==> src/rtl/reg_feed_seq.sv <==
// Command-driven sequencer that feeds a downstream register stage (clear, load, serial shift).
// Optional macro REG_FEED_PARITY_EN appends an even-parity bit to every SHIFT command.
module reg_feed_seq #(
  parameter int WIDTH = 8,
  parameter int DIV   = 1
) (
  input  logic             clk,
  input  logic             synch_reset,
  input  logic             cmd_valid,
  output logic             cmd_ready,
  input  logic [1:0]       cmd_op,
  input  logic [WIDTH-1:0] cmd_word,
  output logic             ce_out,
  output logic             sreset_n_out,
  output logic             sload_out,
  output logic             data_out,
  output logic             d_out,
  output logic             busy,
  output logic             done
);

  typedef enum logic [1:0] {
    IDLE  = 2'd0,
    PULSE = 2'd1,
    SHIFT = 2'd2,
    DONE  = 2'd3
  } state_t;

  localparam logic [1:0] OP_NOP   = 2'b00;
  localparam logic [1:0] OP_CLEAR = 2'b01;
  localparam logic [1:0] OP_LOAD  = 2'b10;
  localparam logic [1:0] OP_SHIFT = 2'b11;

`ifdef REG_FEED_PARITY_EN
  localparam int NBITS = WIDTH + 1;
`else
  localparam int NBITS = WIDTH;
`endif

  localparam logic [4:0] BIT_LAST  = 5'(NBITS - 1);
  localparam logic [4:0] DATA_LAST = 5'(WIDTH - 1);
  localparam logic [4:0] DIV_LAST  = 5'(DIV - 1);

  state_t           state_q, state_d;
  logic [WIDTH-1:0] sh_q, sh_d;
  logic [4:0]       bit_cnt_q, bit_cnt_d;
  logic [4:0]       div_cnt_q, div_cnt_d;
  logic             ready_q, ready_d;
  logic             ce_q, ce_d;
  logic             srst_n_q, srst_n_d;
  logic             sload_q, sload_d;
  logic             data_q, data_d;
  logic             dout_q, dout_d;
  logic             busy_q, busy_d;
  logic             done_q, done_d;
`ifdef REG_FEED_PARITY_EN
  logic             par_q, par_d;
`endif

  logic accept;

  // Ready is a state decode; reset masks it so a coincident valid is never taken.
  assign cmd_ready = ready_q & ~synch_reset;
  assign accept    = cmd_valid & cmd_ready;

  always_comb begin
    state_d   = state_q;
    sh_d      = sh_q;
    bit_cnt_d = bit_cnt_q;
    div_cnt_d = div_cnt_q;
    ce_d      = 1'b0;
    srst_n_d  = 1'b1;
    sload_d   = 1'b0;
    data_d    = data_q;
    dout_d    = dout_q;
    done_d    = 1'b0;
`ifdef REG_FEED_PARITY_EN
    par_d     = par_q;
`endif

    unique case (state_q)
      IDLE: begin
        if (accept) begin
          unique case (cmd_op)
            OP_NOP: begin
              state_d = DONE;
              done_d  = 1'b1;
            end
            OP_CLEAR: begin
              state_d  = PULSE;
              ce_d     = 1'b1;
              srst_n_d = 1'b0;
            end
            OP_LOAD: begin
              state_d = PULSE;
              ce_d    = 1'b1;
              sload_d = 1'b1;
              data_d  = cmd_word[0];
            end
            OP_SHIFT: begin
              state_d   = SHIFT;
              ce_d      = 1'b1;
              sh_d      = cmd_word;
              dout_d    = cmd_word[WIDTH-1];
              bit_cnt_d = '0;
              div_cnt_d = '0;
`ifdef REG_FEED_PARITY_EN
              par_d     = ^cmd_word;
`endif
            end
            default: state_d = IDLE;
          endcase
        end
      end
      PULSE: begin
        state_d = DONE;
        done_d  = 1'b1;
      end
      SHIFT: begin
        if (div_cnt_q == DIV_LAST) begin
          div_cnt_d = '0;
          if (bit_cnt_q == BIT_LAST) begin
            state_d   = DONE;
            done_d    = 1'b1;
            bit_cnt_d = '0;
          end else begin
            // Advance to the next bit period: the MSB of the shifted word, or parity after the LSB.
            bit_cnt_d = bit_cnt_q + 5'd1;
            ce_d      = 1'b1;
            sh_d      = sh_q << 1;
`ifdef REG_FEED_PARITY_EN
            dout_d    = (bit_cnt_q == DATA_LAST) ? par_q : sh_q[WIDTH-2];
`else
            dout_d    = sh_q[WIDTH-2];
`endif
          end
        end else begin
          div_cnt_d = div_cnt_q + 5'd1;
        end
      end
      DONE: begin
        state_d = IDLE;
      end
      default: state_d = IDLE;
    endcase

    ready_d = (state_d == IDLE);
    busy_d  = (state_d != IDLE);
  end

`ifndef REG_FEED_PARITY_EN
  logic unused_data_last;
  assign unused_data_last = ^DATA_LAST;
`endif

  always_ff @(posedge clk) begin
    if (synch_reset) begin
      state_q   <= IDLE;
      sh_q      <= '0;
      bit_cnt_q <= '0;
      div_cnt_q <= '0;
      ready_q   <= 1'b1;
      ce_q      <= 1'b0;
      srst_n_q  <= 1'b1;
      sload_q   <= 1'b0;
      data_q    <= 1'b0;
      dout_q    <= 1'b0;
      busy_q    <= 1'b0;
      done_q    <= 1'b0;
`ifdef REG_FEED_PARITY_EN
      par_q     <= 1'b0;
`endif
    end else begin
      state_q   <= state_d;
      sh_q      <= sh_d;
      bit_cnt_q <= bit_cnt_d;
      div_cnt_q <= div_cnt_d;
      ready_q   <= ready_d;
      ce_q      <= ce_d;
      srst_n_q  <= srst_n_d;
      sload_q   <= sload_d;
      data_q    <= data_d;
      dout_q    <= dout_d;
      busy_q    <= busy_d;
      done_q    <= done_d;
`ifdef REG_FEED_PARITY_EN
      par_q     <= par_d;
`endif
    end
  end

  assign ce_out       = ce_q;
  assign sreset_n_out = srst_n_q;
  assign sload_out    = sload_q;
  assign data_out     = data_q;
  assign d_out        = dout_q;
  assign busy         = busy_q;
  assign done         = done_q;

endmodule

==> config.mk <==
export PLATFORM = sky130hd
export DESIGN_NAME = reg_feed_seq
export DESIGN_NICKNAME = d
export VERILOG_FILES = /design/src/rtl/reg_feed_seq.sv
export SDC_FILE = /design/constraint.sdc
export NUM_CORES = 1
export LEC_CHECK = 0
export CAP_MARGIN = 20
export CORE_UTILIZATION = 28
export CTS_CLUSTER_DIAMETER = 150
export DETAILED_ROUTE_END_ITERATION = 6
export PLACE_DENSITY_LB_ADDON = 0.08
export SLEW_MARGIN = 20
export SYNTH_ARGS = -nofsm -noshare
export SYNTH_HDL_FRONTEND = slang
export SYNTH_SLANG_ARGS = --single-unit
==> constraint.sdc <==
create_clock -name clk -period 2.5 [get_ports clk]
set_input_delay 0.5 -clock clk [delete_from_list [all_inputs] [get_ports clk]]
set_output_delay 0.5 -clock clk [all_outputs]
set_load 0.1 [all_outputs]
==> impl_summary.txt, run 1 <==
----------------------------------------------------
[Run status]
  Status ... finished clean

[Critical path]
  Crit path largest cell delay ... 0.40 ns
  Top delay family on crit path ... simple AND/OR/NAND/NOR gates
  WS Path Type ... register to register
  Kind of capture point of the worst setup path ... register
  Reg2Reg Capture Point ... bit_cnt_q[1]
  Startpoint types ... register
  Flop-to-flop setup slack ... 0.27 ns
  Worst R2R Start ... state_q[0]
  Cells along the critical path ... inv_1, ha_1, and4b_1, a21oi_2, nor2_2, mux2_2
  Endpoint required time on the critical path ... 2.67 ns
  Maximum fanout along the worst path ... 12
  Data arrival time of the worst path ... 2.40 ns
  Number of buffer and inverter instances along the worst setup path ... 1
  Depth of the most critical reg-to-reg path ... 6
  Slowest CP cell ... sky130_fd_sc_hd__ha_1

[Final layout]
  Commonest cells after routing, fill and taps aside ... sky130_fd_sc_hd__dfxtp_1, sky130_fd_sc_hd__buf_4, sky130_fd_sc_hd__ha_1
  Ant diodes ... 0
  # nets final ... 211
  P&R area growth vs syn ... 21.43%
  Proportion of layout cells with a drive suffix above 1 ... 13.04%
  Layout fillers ... 555
  Most frequent standard cell in the layout excluding fill and tap cells ... sky130_fd_sc_hd__dfxtp_1
  Final core utilization ... 35.59%

[Global route]
  Maximum number of pins on one net before global-route repair ... 27
  Sum of overflow across all layers after global routing ... 0
  All-layer global routing usage ... 13.21%
  Initial antenna violation count ... 0
  Global-route wire length before repair ... 5651 um
  Number of global-route vias before repair ... 1146

[Route]
  Antenna-violating nets left ... 0
  Wire length per cell after detailed routing ... 13.62 um
  Drt via density ... 4.906
  Detailed-route DRC error count ... 0
  Starting DRT DRC Count ... 76
  Number of optimization iterations in the first detailed-route pass ... 4
  Total via count after detailed routing ... 1246
  Total wire length ... 3459 um

[Yosys]
  Number of enable-type register cells in the synthesized netlist ... 0
  Most instantiated flip-flop cell in the synthesis netlist ... sky130_fd_sc_hd__dfxtp_1
  Average size of a mapped cell ... 9.130 sq um
  Unique cell type count in the Yosys netlist ... 46
  Post-synthesis async set-or-reset flop share ... 0%
  Yosys warning count ... 0
  Synthesized Nets ... 191
  Synth Register Bits ... 27
  Mapped cell area ... 0.001506 sq mm
  Share of the yosys chip area belonging to registers ... 35.88%
  Top cell type's share of synthesized area ... 35.88%
  Area contributors post-synth ... sky130_fd_sc_hd__dfxtp_1, sky130_fd_sc_hd__ha_1, sky130_fd_sc_hd__mux2i_1
  Cell accounting for the most synthesized area ... sky130_fd_sc_hd__dfxtp_1
  Syn Inst Count ... 165

[Timing]
  Number of hold violations in the final report ... 0
  Final-report setup violation count ... 0
  Post-route clock skew ... 0.003369 ns
  Fraction of the cycle the final worst path needs ... 89.07%
  Highest clock rate ... 449.1 MHz
  Transition time at the pin with the least slew margin ... 0.4011 ns
  Slew Viols, Final ... 0
  Setup repair after global routing missed its margin ... false
  Summed negative setup slack over all endpoints ... 0 ns
  Final critical-path required period ... 2.227 ns
  Worst max-slew margin expressed relative to the limit ... 73.26%

[Floorplan]
  Height of the die ... 75.35 um
  Width of the die ... 75.35 um
  I/O pin count ... 21
  DIE AREA ... 0.005678 sq mm
  Initial core utilization ... 29.31%
  Area of the core region ... 0.005140 sq mm
  Cell row count ... 26

[Clock tree]
  Clock Tree Buf Depth ... 2
  CTS hold repair buffers ... 0
  Clk_lat worst skew ... 0.27 ns
  Clock net sink count ... 27
  Root buf cell ... sky130_fd_sc_hd__clkbuf_8
  TritonCTS buffer count ... 3
  H-tree Lvls ... 1
  TritonCTS clock tree ... built
  Quantity of gates resized following cts ... 0
  Post-CTS Setup Bufs ... 0
  Worst-path clk slew ... 0.10 ns

[Worst hold path]
  Destination of the worst hold path ... bit_cnt_q[4]
  Worst hold path class ... register to register
  Hold depth ... 2
  Launch instance of the worst min-delay path ... bit_cnt_q[4]

[Pwr]
  Largest voltage drop on the vdd net ... 0.3404 mV
  Ratio of total power to cell area ... 662.9 mW/mm^2
  Leak Pwr ... 0.6771 nW

[Placement]
  HPWL after detailed placement ... 2513 um
  Last weighted congestion value of the routability-driven placer ... 0.8683
  Total of buffers placed on input and output ports ... 20

[Job]
  Max cap viols ... 0

----------------------------------------------------
how the worst max path moves through the flow:
| stage | startpoint | end | slack (ns) | cells after the start |
|---|---|---|---|---|
| final | state_q[0] | bit_cnt_q[1] | 0.27 | 6 |
| after global routing | state_q[0] | d_out | 0.07 | 8 |
| after CTS | state_q[0] | bit_cnt_q[1] | 0.25 | 6 |
| after detailed placement | cmd_op[0] | bit_cnt_q[1] | 0.18 | 5 |
| after global placement | cmd_op[0] | bit_cnt_q[1] | 0.29 | 5 |
| after floorplan | state_q[0] | bit_cnt_q[3] | 0.51 | 9 |
worst min-delay path, delay by kind of cell (launching register included):
family | cells | cell delay (ns)
DFF | 1 | 0.34
AOI/OAI and AO/OA | 2 | 0.12
logic make-up after synthesis:
| family | share of synthesized area (%) |
|---|---|
| XOR/XNOR | 1.745 |
| AND/OR/NAND/NOR | 18.69 |
| multiplexers | 6.728 |
| flip-flops | 35.88 |
| buffers and inverters | 6.312 |
| AO/OA/AOI/OAI | 19.85 |
| adder cells (fa/ha/maj) | 10.80 |
through the flow:
step                instance area, sq um  setup WS [ns]  hold slack (ns)  power, mW  instances
finish                              1829         0.2733           0.4966      1.213        254
detailed placement                  1784         0.1824           0.4908     0.9632        250
floorplan                           1509         0.5058           0.4592     0.8381        165
global placement                    1784         0.2903           0.4821     0.9564        250
CTS                                 1829         0.2471           0.5080      1.225        254
global route                        1829        0.07461           0.5343      1.276        254
power by group:
group          internal, mW  leakage, nW  switching (mW)  total [mW]
clock network         0.114       0.0228           0.147       0.262
logic                 0.162        0.435           0.292       0.454
registers             0.471        0.219          0.0258       0.497
layer usage:
metal  vias to the layer above  share of wire, %  track usage (%)
li1                        643                 -                -
met4                         0              0.52            3.704
met1                       582                50            19.33
met5                         -                 0                0
met2                        19                47            19.84
met3                         2               2.9            2.381
Yosys cell counts, types with 2 or more instances:
master	instances
sky130_fd_sc_hd__o21ai_0	5
sky130_fd_sc_hd__ha_1	13
sky130_fd_sc_hd__nand4b_1	2
sky130_fd_sc_hd__xnor2_1	3
sky130_fd_sc_hd__nand3_1	3
sky130_fd_sc_hd__a211oi_1	3
sky130_fd_sc_hd__nand2_1	5
sky130_fd_sc_hd__nand4_1	3
sky130_fd_sc_hd__o31ai_1	2
sky130_fd_sc_hd__mux2i_1	9
sky130_fd_sc_hd__o22ai_1	2
sky130_fd_sc_hd__inv_1	10
sky130_fd_sc_hd__dfxtp_1	27
sky130_fd_sc_hd__clkbuf_1	9
sky130_fd_sc_hd__nor2_1	6
sky130_fd_sc_hd__a41o_1	2
sky130_fd_sc_hd__nor2b_1	3
sky130_fd_sc_hd__nor3_1	7
sky130_fd_sc_hd__o211ai_1	2
sky130_fd_sc_hd__a21oi_1	12
sky130_fd_sc_hd__or4_1	3
sky130_fd_sc_hd__a21boi_1	2
sky130_fd_sc_hd__nand2b_1	3
sky130_fd_sc_hd__a311oi_1	7
flip-flops by register name (all words and copies together), names as in the netlist, 2 cells and up:
signal	flops
bit_cnt_q	5
sh_q	7
state_q	2
div_cnt_q	5
final cells by class:
cell class	instances	area [sq um]	share of cell area [%]
multi-input cells	116	873.3	47.74
flip-flops and latches	27	540.5	29.55
repair buffers	27	245.2	13.41
well taps	70	87.58	4.788
clock buffers	4	45.04	2.462
inverters	10	37.54	2.052
Power figures use the tool's default switching activity.
==> run 2, diff against run 1 <==
Settings changed: ABC_AREA set to 1.
==> run 2 against run 1 <==
  * Via count increased by 3.0%
  * Combinational power decreased by 33%
  * Critical endpoint is now cmd_ready
  * Clock power decreased by 4%
  * Sequential power decreased by 4.4%
  * Setup slack improved by 0.34 ns
==> impl_summary.txt, run 2 <==
----------------------------------------------------
[Clock tree]
  Clock Tree Buf Depth ... 2
  TritonCTS buffer count ... 3
  Clk_lat worst skew ... 0.27 ns
  Worst-path clk slew ... 0.09 ns
  H-tree Lvls ... 1
  Post-CTS Setup Bufs ... 0
  TritonCTS clock tree ... built
  CTS hold repair buffers ... 0
  Quantity of gates resized following cts ... 0
  Root buf cell ... sky130_fd_sc_hd__clkbuf_8
  Clock net sink count ... 27

[Final layout]
  Ant diodes ... 0
  P&R area growth vs syn ... 22.53%
  Largest register FFs ... 7
  Fin area ... 0.001769 sq mm
  Registers with the most flip-flops ... sh_q: 7 flops, bit_cnt_q: 5 flops, div_cnt_q: 5 flops
  Most frequent standard cell in the layout excluding fill and tap cells ... sky130_fd_sc_hd__nand2_1
  Proportion of layout cells with a drive suffix above 1 ... 11.79%
  # nets final ... 256
  Commonest cells after routing, fill and taps aside ... sky130_fd_sc_hd__nand2_1, sky130_fd_sc_hd__dfxtp_1, sky130_fd_sc_hd__nor2_1
  Register with the most flip-flops ... sh_q
  Final core utilization ... 36.49%

[Timing]
  Final-report setup violation count ... 0
  Final Hold Slack ... 0.4675 ns
  Final critical-path required period ... 1.888 ns
  Slew Viols, Final ... 0
  Setup repair after global routing missed its margin ... false
  Fraction of the cycle the final worst path needs ... 75.54%
  Transition time at the pin with the least slew margin ... 0.2686 ns
  Summed negative setup slack over all endpoints ... 0 ns
  Post-route clock skew ... 0.003364 ns
  Worst max-slew margin expressed relative to the limit ... 82.05%
  Highest clock rate ... 529.6 MHz
  Number of hold violations in the final report ... 0

[Route]
  Starting DRT DRC Count ... 62
  Drt via density ... 4.334
  Antenna-violating nets left ... 0
  Wire length per cell after detailed routing ... 10.46 um
  Total via count after detailed routing ... 1283
  Total wire length ... 3096 um
  Detailed-route DRC error count ... 0
  Number of optimization iterations in the first detailed-route pass ... 4

[Floorplan]
  Area of the core region ... 0.004848 sq mm
  Height of the die ... 73.81 um
  DIE AREA ... 0.005448 sq mm
  Width of the die ... 73.81 um
  Cell row count ... 25
  Initial core utilization ... 29.78%
  I/O pin count ... 21

[Yosys]
  Synthesized Nets ... 232
  Post-synthesis adder-cell area fraction ... 11.27%
  Area share of and/or/nand/nor cells after synthesis ... 34.14%
  Post-synthesis async set-or-reset flop share ... 0%
  Area contributors post-synth ... sky130_fd_sc_hd__dfxtp_1, sky130_fd_sc_hd__nand2_1, sky130_fd_sc_hd__ha_1
  Unique cell type count in the Yosys netlist ... 23
  Most numerous cell types in the synthesized netlist ... sky130_fd_sc_hd__nand2_1, sky130_fd_sc_hd__dfxtp_1, sky130_fd_sc_hd__nor2_1, sky130_fd_sc_hd__inv_1, sky130_fd_sc_hd__nand3_1
  XOR/XNOR Fraction of Synth Area ... 1.213%
  Compound-cell area share of the yosys netlist ... 7.712%
  Cell accounting for the most synthesized area ... sky130_fd_sc_hd__dfxtp_1
  Most instantiated flip-flop cell in the synthesis netlist ... sky130_fd_sc_hd__dfxtp_1
  Syn Inst Count ... 206
  Multiplexer share of the synthesized area ... 0%
  Mapped cell area ... 0.001444 sq mm
  Number of enable-type register cells in the synthesized netlist ... 0
  Most common cell in the netlist ... sky130_fd_sc_hd__nand2_1
  Yosys warning count ... 0
  Share of the yosys chip area belonging to registers ... 37.44%
  Average size of a mapped cell ... 7.009 sq um
  Combinational family with the most area after synthesis ... simple AND/OR/NAND/NOR gates
  Top cell type's share of synthesized area ... 37.44%
  Synth Register Bits ... 27

[Global route]
  Initial antenna violation count ... 0
  Sum of overflow across all layers after global routing ... 0
  Global-route wire length before repair ... 5375 um
  Maximum number of pins on one net before global-route repair ... 16
  Number of global-route vias before repair ... 1164
  All-layer global routing usage ... 12.85%

[Critical path]
  Endpoint required time on the critical path ... 2.00 ns
  Data arrival time of the worst path ... 1.39 ns
  WS Path Type ... input port to primary output
  Startpoint types ... input port
  Kind of capture point of the worst setup path ... primary output
  Maximum fanout along the worst path ... 3

[Pwr]
  Share of total power consumed by net switching ... 35.49%
  Part of the power in the clock network ... 24.3%
  Int Pwr ... 666.2 uW
  Total power consumption of the routed design ... 1.033 mW
  Switching component of the power ... 366.4 uW
  Largest voltage drop on the vdd net ... 0.2073 mV
  Ratio of total power to cell area ... 583.7 mW/mm^2
  Leak Pwr ... 0.7981 nW
  Sequential Power Share ... 46.0%
  Fraction of power consumed by combinational cells ... 29.7%

[Job]
  Max cap viols ... 0

[Placement]
  Total of buffers placed on input and output ports ... 20
  Placed cell area ... 0.001723 sq mm
  HPWL after detailed placement ... 2277 um
  Last weighted congestion value of the routability-driven placer ... 0.7324

[Worst hold path]
  Worst hold path class ... register to register

[Run status]
  Status ... finished clean

----------------------------------------------------
-- run 2: critical path: stages --
cell and delay [ns]:
sky130_fd_sc_hd__clkdlybuf4s50_1 0.48, sky130_fd_sc_hd__nor2_2 0.21, sky130_fd_sc_hd__buf_12 0.20
-- run 2: per-stage QoR --
stage | setup WS (ns) | instances
2_1_floorplan | 0.3917 | 206
3_3_place_gp | 0.3877 | 292
3_5_place_dp | 0.3764 | 292
4_1_cts | 0.5930 | 296
5_1_grt | 0.5411 | 296
6_report | 0.6116 | 296
-- run 2: layout make-up --
cell class / instances / area, sq um
Timing Repair Buffer: 23 / 215.2
Inverter: 25 / 96.34
Clock buffer: 3 / 41.29
Fill cell: 540 / 3079
Sequential cell: 27 / 540.5
Clock inverter: 1 / 5.005
Multi-Input combinational cell: 150 / 787.0
Tap cell: 67 / 83.83
-- run 2: kinds of logic after synthesis --
logic type      after synthesis
xor+xnor                      2
flops                        27
simple gates                113
compound gates               22
buf+inv                      29
fa+ha+maj                    13
-- run 2: routing by layer --
metal | track usage [%] | up-vias | routed length, um
met5 | 0 | - | 0
met4 | 5.769 | 0 | 40
met3 | 2.606 | 4 | 102
met2 | 19.57 | 18 | 1326
met1 | 17.39 | 568 | 1627
li1 | - | 693 | -
-- run 2: final timing paths --
check | from | endpoint | slack (ns) | cells after the start
setup / recovery | synch_reset | cmd_ready | 0.61 | 3
hold / removal | sh_q[1] | sh_q[1] | 0.47 | 2
setup reg to reg | state_q[0] | sh_q[0] | 0.78 | 8
hold reg to reg | sh_q[1] | sh_q[1] | 0.47 | 2
-- run 2: power by group through the flow --
stage,Combinational (mW),Clock [mW],Sequential [mW]
finish,0.306,0.251,0.475
floorplan,0.157,0,0.551
global placement,0.313,0,0.486
global route,0.340,0.284,0.479
detailed placement,0.309,0,0.485
CTS,0.311,0.271,0.476
